$ cat src/rtl/imem_fetch_responder.sv
// imem_fetch_responder: 256x8 program store that returns a one- or two-byte instruction per PC request.
// Optional feature macro: IMEM_BOUNDS_CHECK_EN (no wrap past 8'hFF, adds addr_err).  Rev 1.0
`default_nettype none

module imem_fetch_responder #(
  parameter logic [15:0] IMM_OPS = 16'h1000
) (
  input  logic       clk,
  input  logic       reset,
  input  logic [7:0] pc,
  input  logic       fetch_req,
  input  logic       flush,
  input  logic       load_en,
  input  logic [7:0] load_addr,
  input  logic [7:0] load_data,
  output logic [7:0] instruction,
  output logic [7:0] immediate,
  output logic       immediate_enabled,
  output logic       valid,
`ifdef IMEM_BOUNDS_CHECK_EN
  output logic       addr_err,
`endif
  output logic       busy
);

  typedef enum logic [0:0] {
    S_IDLE = 1'b0,
    S_IMM  = 1'b1
  } state_t;

  state_t     state_q, state_d;
  logic [7:0] instr_q, instr_d;
  logic [7:0] imm_q, imm_d;
  logic       imm_en_q, imm_en_d;
  logic       valid_q, valid_d;
  logic [7:0] addr_q, addr_d;
`ifdef IMEM_BOUNDS_CHECK_EN
  logic       err_q, err_d;
`endif

  logic [7:0] mem_q [256];
  logic [7:0] rd_addr;
  logic [7:0] rd_data;
  logic       wrap_hit;

  // Single read port: the PC in IDLE, the byte after the opcode in IMM.
  assign rd_addr  = (state_q == S_IMM) ? addr_q + 8'd1 : pc;
  assign rd_data  = mem_q[rd_addr];
  assign wrap_hit = (addr_q == 8'hFF);

  always_comb begin
    state_d  = state_q;
    instr_d  = instr_q;
    imm_d    = imm_q;
    imm_en_d = imm_en_q;
    valid_d  = 1'b0;
    addr_d   = addr_q;
`ifdef IMEM_BOUNDS_CHECK_EN
    err_d    = err_q;
`endif
    if (flush) begin
      state_d = S_IDLE;
    end else if (!load_en) begin
      case (state_q)
        S_IDLE: begin
          if (fetch_req) begin
            instr_d = rd_data;
            addr_d  = pc;
            if (IMM_OPS[rd_data[7:4]]) begin
              state_d = S_IMM;
            end else begin
              imm_d    = 8'h00;
              imm_en_d = 1'b0;
              valid_d  = 1'b1;
`ifdef IMEM_BOUNDS_CHECK_EN
              err_d    = 1'b0;
`endif
            end
          end
        end
        S_IMM: begin
          imm_en_d = 1'b1;
          valid_d  = 1'b1;
          state_d  = S_IDLE;
`ifdef IMEM_BOUNDS_CHECK_EN
          imm_d    = wrap_hit ? 8'h00 : rd_data;
          err_d    = wrap_hit;
`else
          imm_d    = rd_data;
`endif
        end
        default: state_d = S_IDLE;
      endcase
    end
  end

  always_ff @(posedge clk or posedge reset) begin
    if (reset) begin
      state_q  <= S_IDLE;
      instr_q  <= 8'h00;
      imm_q    <= 8'h00;
      imm_en_q <= 1'b0;
      valid_q  <= 1'b0;
      addr_q   <= 8'h00;
`ifdef IMEM_BOUNDS_CHECK_EN
      err_q    <= 1'b0;
`endif
    end else begin
      state_q  <= state_d;
      instr_q  <= instr_d;
      imm_q    <= imm_d;
      imm_en_q <= imm_en_d;
      valid_q  <= valid_d;
      addr_q   <= addr_d;
`ifdef IMEM_BOUNDS_CHECK_EN
      err_q    <= err_d;
`endif
    end
  end

  // Program store is deliberately outside the reset domain.
  always_ff @(posedge clk) begin
    if (load_en) begin
      mem_q[load_addr] <= load_data;
    end
  end

  assign instruction       = instr_q;
  assign immediate         = imm_q;
  assign immediate_enabled = imm_en_q;
  assign valid             = valid_q;
  assign busy              = (state_q == S_IMM);
`ifdef IMEM_BOUNDS_CHECK_EN
  assign addr_err          = err_q;
`else
  logic unused_wrap;
  assign unused_wrap       = wrap_hit;
`endif

endmodule

`default_nettype wire
$ cat config.mk
export PLATFORM = sky130hd
export DESIGN_NAME = imem_fetch_responder
export DESIGN_NICKNAME = d
export VERILOG_FILES = /design/src/rtl/imem_fetch_responder.sv
export SDC_FILE = /design/constraint.sdc
export NUM_CORES = 2
export LEC_CHECK = 0
export BUFFER_PORTS_ARGS = -buffer_cell sky130_fd_sc_hd__buf_2
export CAP_MARGIN = 20
export CELL_PAD_IN_SITES_DETAIL_PLACEMENT = 0
export CELL_PAD_IN_SITES_GLOBAL_PLACEMENT = 1
export CORE_MARGIN = 2
export CORE_UTILIZATION = 35
export DETAILED_ROUTE_END_ITERATION = 6
export PLACE_DENSITY = 0.59
export SETUP_SLACK_MARGIN = 0.4
export SYNTH_ARGS = -nofsm -noshare
export SYNTH_HDL_FRONTEND = slang
export SYNTH_SLANG_ARGS = --single-unit
$ cat constraint.sdc
create_clock -name clk -period 4.3 [get_ports clk]
set_input_delay 1.075 -clock clk [delete_from_list [all_inputs] [get_ports clk]]
set_output_delay 1.075 -clock clk [all_outputs]
set_load 0.03 [all_outputs]
* After elaboration in Yosys (flattened, before gate mapping)
Memories as Yosys holds them, arrays and structs flattened. Index checks and enable logic that the tools add are counted. W data, S select, Z words.
Storage, ports and cells: memory bits (read-only) 16, bits in latches 0, RAM bits 2048, memories 2, logic and storage cells 38, register bits 27, output and inout port bits 19
Operators by class: eq/ne operators 3, multipliers 0, bitwise logic cells 3, reductions and logical operators 2, mux-type cells 20, add/subtract/negate cells 1, magnitude comparators 1, shifts and indexed selects 0, div/mod/pow operators 0
Memories:
- mem_q | words 256, bits a word 8, read ports 1, clocked after memory_dff 0, write ports 1, line 41 | logic [7:0] mem_q [256];
- (name not given) | words 16, bits a word 1, read ports 1, clocked after memory_dff 0, write ports 0, line 69 | if (IMM_OPS[rd_data[7:4]]) begin
Operators by type and width (count):
- $mux W8 | 3
- $pmux W8 S2 | 1
- $mux W1 | 13
- $add A8 B1 Y8 const B | 1
- $reduce_and A4 Y1 | 2
- $ne A2 B2 Y1 const B | 3
- $pmux W1 S2 | 3
- $lt A4 B5 Y1 const B | 1
- $not A1 Y1 | 3

* Depth between registers and ports, before layout
An unclocked memory read counts as a cell.
word-level depth 10, mapped depth 20, mapped depth without buffers 12

* Worst setup path after synthesis
OpenSTA, ideal clock, no wires.
path kind input -> register, start point input pc[0], end point register imm_q[0] (netlist: immediate[0]), slack 517 ps, buffers on the path 9, setup time 121 ps, stages on the path 18, data required time 4179 ps, data arrival time 3663 ps, path through buf_6 -> or2_1 -> buf_2 -> nand2_1 -> buf_4 -> buf_4 -> buf_4 -> buf_2 -> buf_2 -> buf_2 -> clkbuf_1 -> nand3_1 -> a311oi_1 -> o311ai_0 -> nand3_1 -> a31oi_1 -> nand2_1 -> o21ai_1
Between the ends: cells in the longest elaborated chain, start to end 6
Ends and longest elaborated chain:
- start: declaration | line 10 | input logic [7:0] pc,
- $mux W8 (*) | line 47 | assign rd_addr = (state_q == S_IMM) ? addr_q + 8'd1 : pc;
- $mem_v2 Z256 W8 (*)
- $mem_v2 Z16 W1
- $mux W1 (not written as such) | line 69
- $ne A2 B2 Y1 (no line)
- $reduce_and A4 Y1 (no line)
- end signal: assignment | line 111 | imm_q <= imm_d;
- end: declaration | line 33 | logic [7:0] imm_q, imm_d;
Mark *: on every way between the ends. The rest lies on a longest branch, timed or not. The select of a mux whose other input is x is not followed. A chain may end at the register's enable or synchronous reset.

* Worst setup path after layout
start point register addr_q[0], end point register imm_q[6] (netlist: immediate[6])
Between the ends: cells in the longest elaborated chain, start to end 7
Ends and longest elaborated chain:
- start: declaration | line 36 | logic [7:0] addr_q, addr_d;
- start signal: assignment | line 114 | addr_q <= addr_d;
- $add A8 B1 Y8 (*) | line 47
- $mux W8 (*) | line 47
- $mem_v2 Z256 W8 (*)
- $mem_v2 Z16 W1
- $mux W1 (not written as such) | line 69
- $ne A2 B2 Y1 (no line)
- $reduce_and A4 Y1 (no line)
Marks and branches as above.

==> flow_metrics.tcl <==
set metrics [dict create \
    synthMuxAreaShare_pct 0.0618 \
    skew_ns 0.101 \
    wl_per_cell_um 29.9 \
    power.density_nw_per_um2 432 \
    nFillCells 23400 \
    clock_sinks 2075 \
    required_ns 5.07 \
    power.share.switching_pct 26.0 \
    rsz0062_at_grt "yes" \
    grt_start_max_net_pins 106 \
    async_flop_share_pct 1.30 \
    synth_top_family_by_area "simple AND/OR/NAND/NOR gates" \
    via_per_inst 5.80 \
    placed_area_um2 100000 \
    tightest_slew_ns 1.06 \
    finalCritPeriodShare_pct 100 \
    synth_compound_area_share_pct 12.1 \
    wirelength_um 346000 \
    die_area_um2 259000 \
    synth-xor-area-share_pct 0.0197 \
    avgSynthCellArea_um2 12.3 \
    grt_use_total_pct 26.0 \
    finalInstanceArea_um2 110000 \
    total_power_mw 47.7 \
    outcome "finished, violations left" \
    drtIter0Drc 8668 \
    via_count 67200 \
    grt_pass1_wl_um 484000 \
    cts.path.max_buffers 3 \
    switchingPower_mw 12.4 \
    detailedPlacementHpwl_um 229000 \
    cts_tree "yes" \
    cellInternalPower_mw 35.3 \
    critical_path_class "reg -> reg" \
    gp_congestion 0.951 \
    start_util_pct 35.1 \
    grt_antenna_before_repair 24 \
    clockRootBuffer "clkbuf_16" \
    ant_nets 0 \
    yosys.area.top_type "edfxtp_1" \
    hold_violations 0 \
    setup_ws_ns -0.0176 \
    power.leakage_nw 37.9 \
    ys_seq_area_share_pct 69.8 \
    fin_cells 11600 \
    drv_slew 0 \
    synth-simple-area-share_pct 14.5 \
    min_period_ns 4.32 \
    yosys.area_share.adder_pct 0.0140 \
    grt.overflow.total 0 \
    synth_commonest_cells "edfxtp_1, nand2_1, nand3_1, nor2_1, o21ai_0" \
    clkLatencyLatePin_ns 0.89 \
    dp_cells 11100 \
    cts.clk_slew.worst_paths_ns 0.08 \
    rows 185 \
    ir_worst_vdd_mv 0.381 \
    yosysTopAreaCellShare_pct 69.1 \
    critical_path_arrival_ns 5.09 \
    port_buffers 47 \
    power_frac_comb_pct 12.9 \
    hold_class "in -> async" \
    die_h_um 508 \
    ys_ff_latch 2075 \
    synth_cells 7227 \
    h-tree-depth 4 \
    synth_edf_count 2048 \
    relSlewSlack_pct 29.0 \
    drc 1 \
    cts_hold_buf 0 \
    startpoint_type "register" \
    nets 8045 \
    synth.distinct_cells 93 \
    core_um2 253000 \
    grt_pass1_vias 63700 \
    seq_power_share_pct 46.9 \
    tns_ns -0.0526 \
    yosysMostFrequentCell "edfxtp_1" \
    ios 48 \
    netlist_top_cells_area "edfxtp_1, nand2_1, nand3_1" \
    syn_area_um2 89100 \
    area_delta_synth_final_pct 23.8 \
    crit_path_end_kind "register" \
    max-cap-violations 0 \
    ys.flop_type "edfxtp_1" \
    numCtsBuffers 219 \
    syn_nets 7257 \
    violations "DRC, setup timing" \
    max_freq_ghz 0.232 \
    setup_viol 4 \
    drive_gt1_share_pct 20.8 \
    firstDrtPassIters 7 \
    ys_warn_count 0 \
    fp.dieW_um 508 \
    clock_power_share_pct 40.2 \
    cp_max_fo 8 \
]
[cell families (layout without fill, tap and decap cells)]
family / after synthesis / after routing
xor+xnor: 2 / 2
compound gates: 1551 / 1552
buf+inv: 635 / 1613
simple gates: 2958 / 2958
fa+ha+maj: 1 / 1
mux: 5 / 5
flops: 2075 / 2075
other cells: 0 / 7
[flip-flops by register name, summed over array words and instances, names as in the netlist]
register	flops
immediate	8
mem_q	2048
busy	1
addr_q	8
instruction	8
immediate_enabled	1
valid	1
[stage by stage]
step	hold WS (ns)	setup WS [ns]	util, %
after global placement	0.455	-1.32	39.6
after detailed placement	0.461	-1.24	39.6
after global routing	0.277	-0.0194	43.5
after floorplan	0.455	0.517	-
final	0.264	-0.0176	43.5
after CTS	0.238	0.0740	42.8
[critical path, stage by stage, from the launching register on]
cell	delay [ns]
dfrtp_4	0.50
ha_4	0.29
buf_4	0.17
buf_4	0.15
buf_4	0.14
a21oi_4	0.20
buf_12	0.19
buf_8	0.16
o21ai_0	0.11
o211ai_1	0.22
a31o_2	0.22
a31oi_4	0.05
o211ai_1	0.77
a32oi_4	0.26
o311ai_4	0.18
buf_6	0.18
o31a_1	0.24
o22ai_2	0.11
[path summary, 6_finish.rpt]
| check | start | to | slack, ns | cells past startpoint |
|---|---|---|---|---|
| worst max-delay path | addr_q[0]$_DFFE_PP0P_ | immediate[6]$_DFFE_PP0P_ | -0.02 | 17 |
| worst min-delay path | reset | addr_q[3]$_DFFE_PP0P_ | 0.26 | 3 |
| worst max register to register | addr_q[0]$_DFFE_PP0P_ | immediate[6]$_DFFE_PP0P_ | -0.02 | 17 |
| worst min register to register | instruction[0]$_DFFE_PP0P_ | instruction[0]$_DFFE_PP0P_ | 0.46 | 2 |
| max in group asynchronous | reset | busy$_DFFE_PP0P_ | 3.68 | 3 |
| min in group clk | flush | busy$_DFFE_PP0P_ | 0.39 | 2 |
[final cells by class]
| cell class | instances | area (um^2) | area share (%) |
|---|---|---|---|
| Timing Repair Buffer | 1168 | 11400 | 10.3 |
| Inverter | 33 | 141 | 0.128 |
| Clock buffer | 275 | 5760 | 5.23 |
| Tap cell | 3366 | 4210 | 3.82 |
| Sequential cell | 2075 | 62200 | 56.4 |
| Multi-Input combinational cell | 4518 | 25100 | 22.7 |
| Antenna cell | 7 | 17.5 | 0.0159 |
| Clock inverter | 137 | 1470 | 1.33 |
[layout by cell type, fill, tap and decap left out, types with 18 or more instances in the layout]
master and count:
a311oi_2 26, o311ai_0 38, a211o_1 29, dfrtp_1 25, a221oi_1 29, clkbuf_1 50, and3_1 91, buf_4 880
inv_1 28, nor3_1 87, o31ai_1 35, nand3_2 18, a31oi_1 32, clkbuf_16 234, a21oi_1 220, clkinv_1 48
buf_2 37, a2bb2oi_1 35, buf_6 52, bufinv_16 22, edfxtp_1 2048, a22oi_1 46, o31a_1 26, nor2b_1 40
o22ai_1 55, o221ai_1 36, nand3_1 725, o21ai_0 302, a311oi_1 69, o21ai_1 24, nand2b_1 35, nand2_1 1264
nor2_1 553, clkinv_2 41, a211oi_1 92, buf_12 152, o211ai_1 196, nand4_1 25
[power groups by stage]
stage	logic, mW	clock network [mW]	registers, mW
after global placement	5.54	0	22.8
after detailed placement	5.56	0	22.8
after CTS	5.74	19.4	22.3
final	6.16	19.2	22.3
after global routing	6.40	20.2	22.3
after floorplan	2.36	0	22.8
[metal layers]
| layer | vias up | GRT usage, % | wire (um) |
|---|---|---|---|
| met2 | 3432 | 39.6 | 155000 |
| li1 | 29000 | - | - |
| met1 | 34100 | 36.8 | 146000 |
| met5 | - | 0 | 48 |
| met3 | 607 | 5.12 | 31900 |
| met4 | 8 | 9.27 | 13000 |
[what timing repair did]
| item | 4_1_cts | 5_1_grt |
|---|---|---|
| resized for setup | 110 | 238 |
| setup buffers | 32 | 38 |
| setup endpoints to repair | 19 | 19 |
| pin swaps | 41 | 66 |
| hold endpoints to repair | 0 | 0 |
| cloned | 1 | 14 |
(Power assumes the default switching activity.)
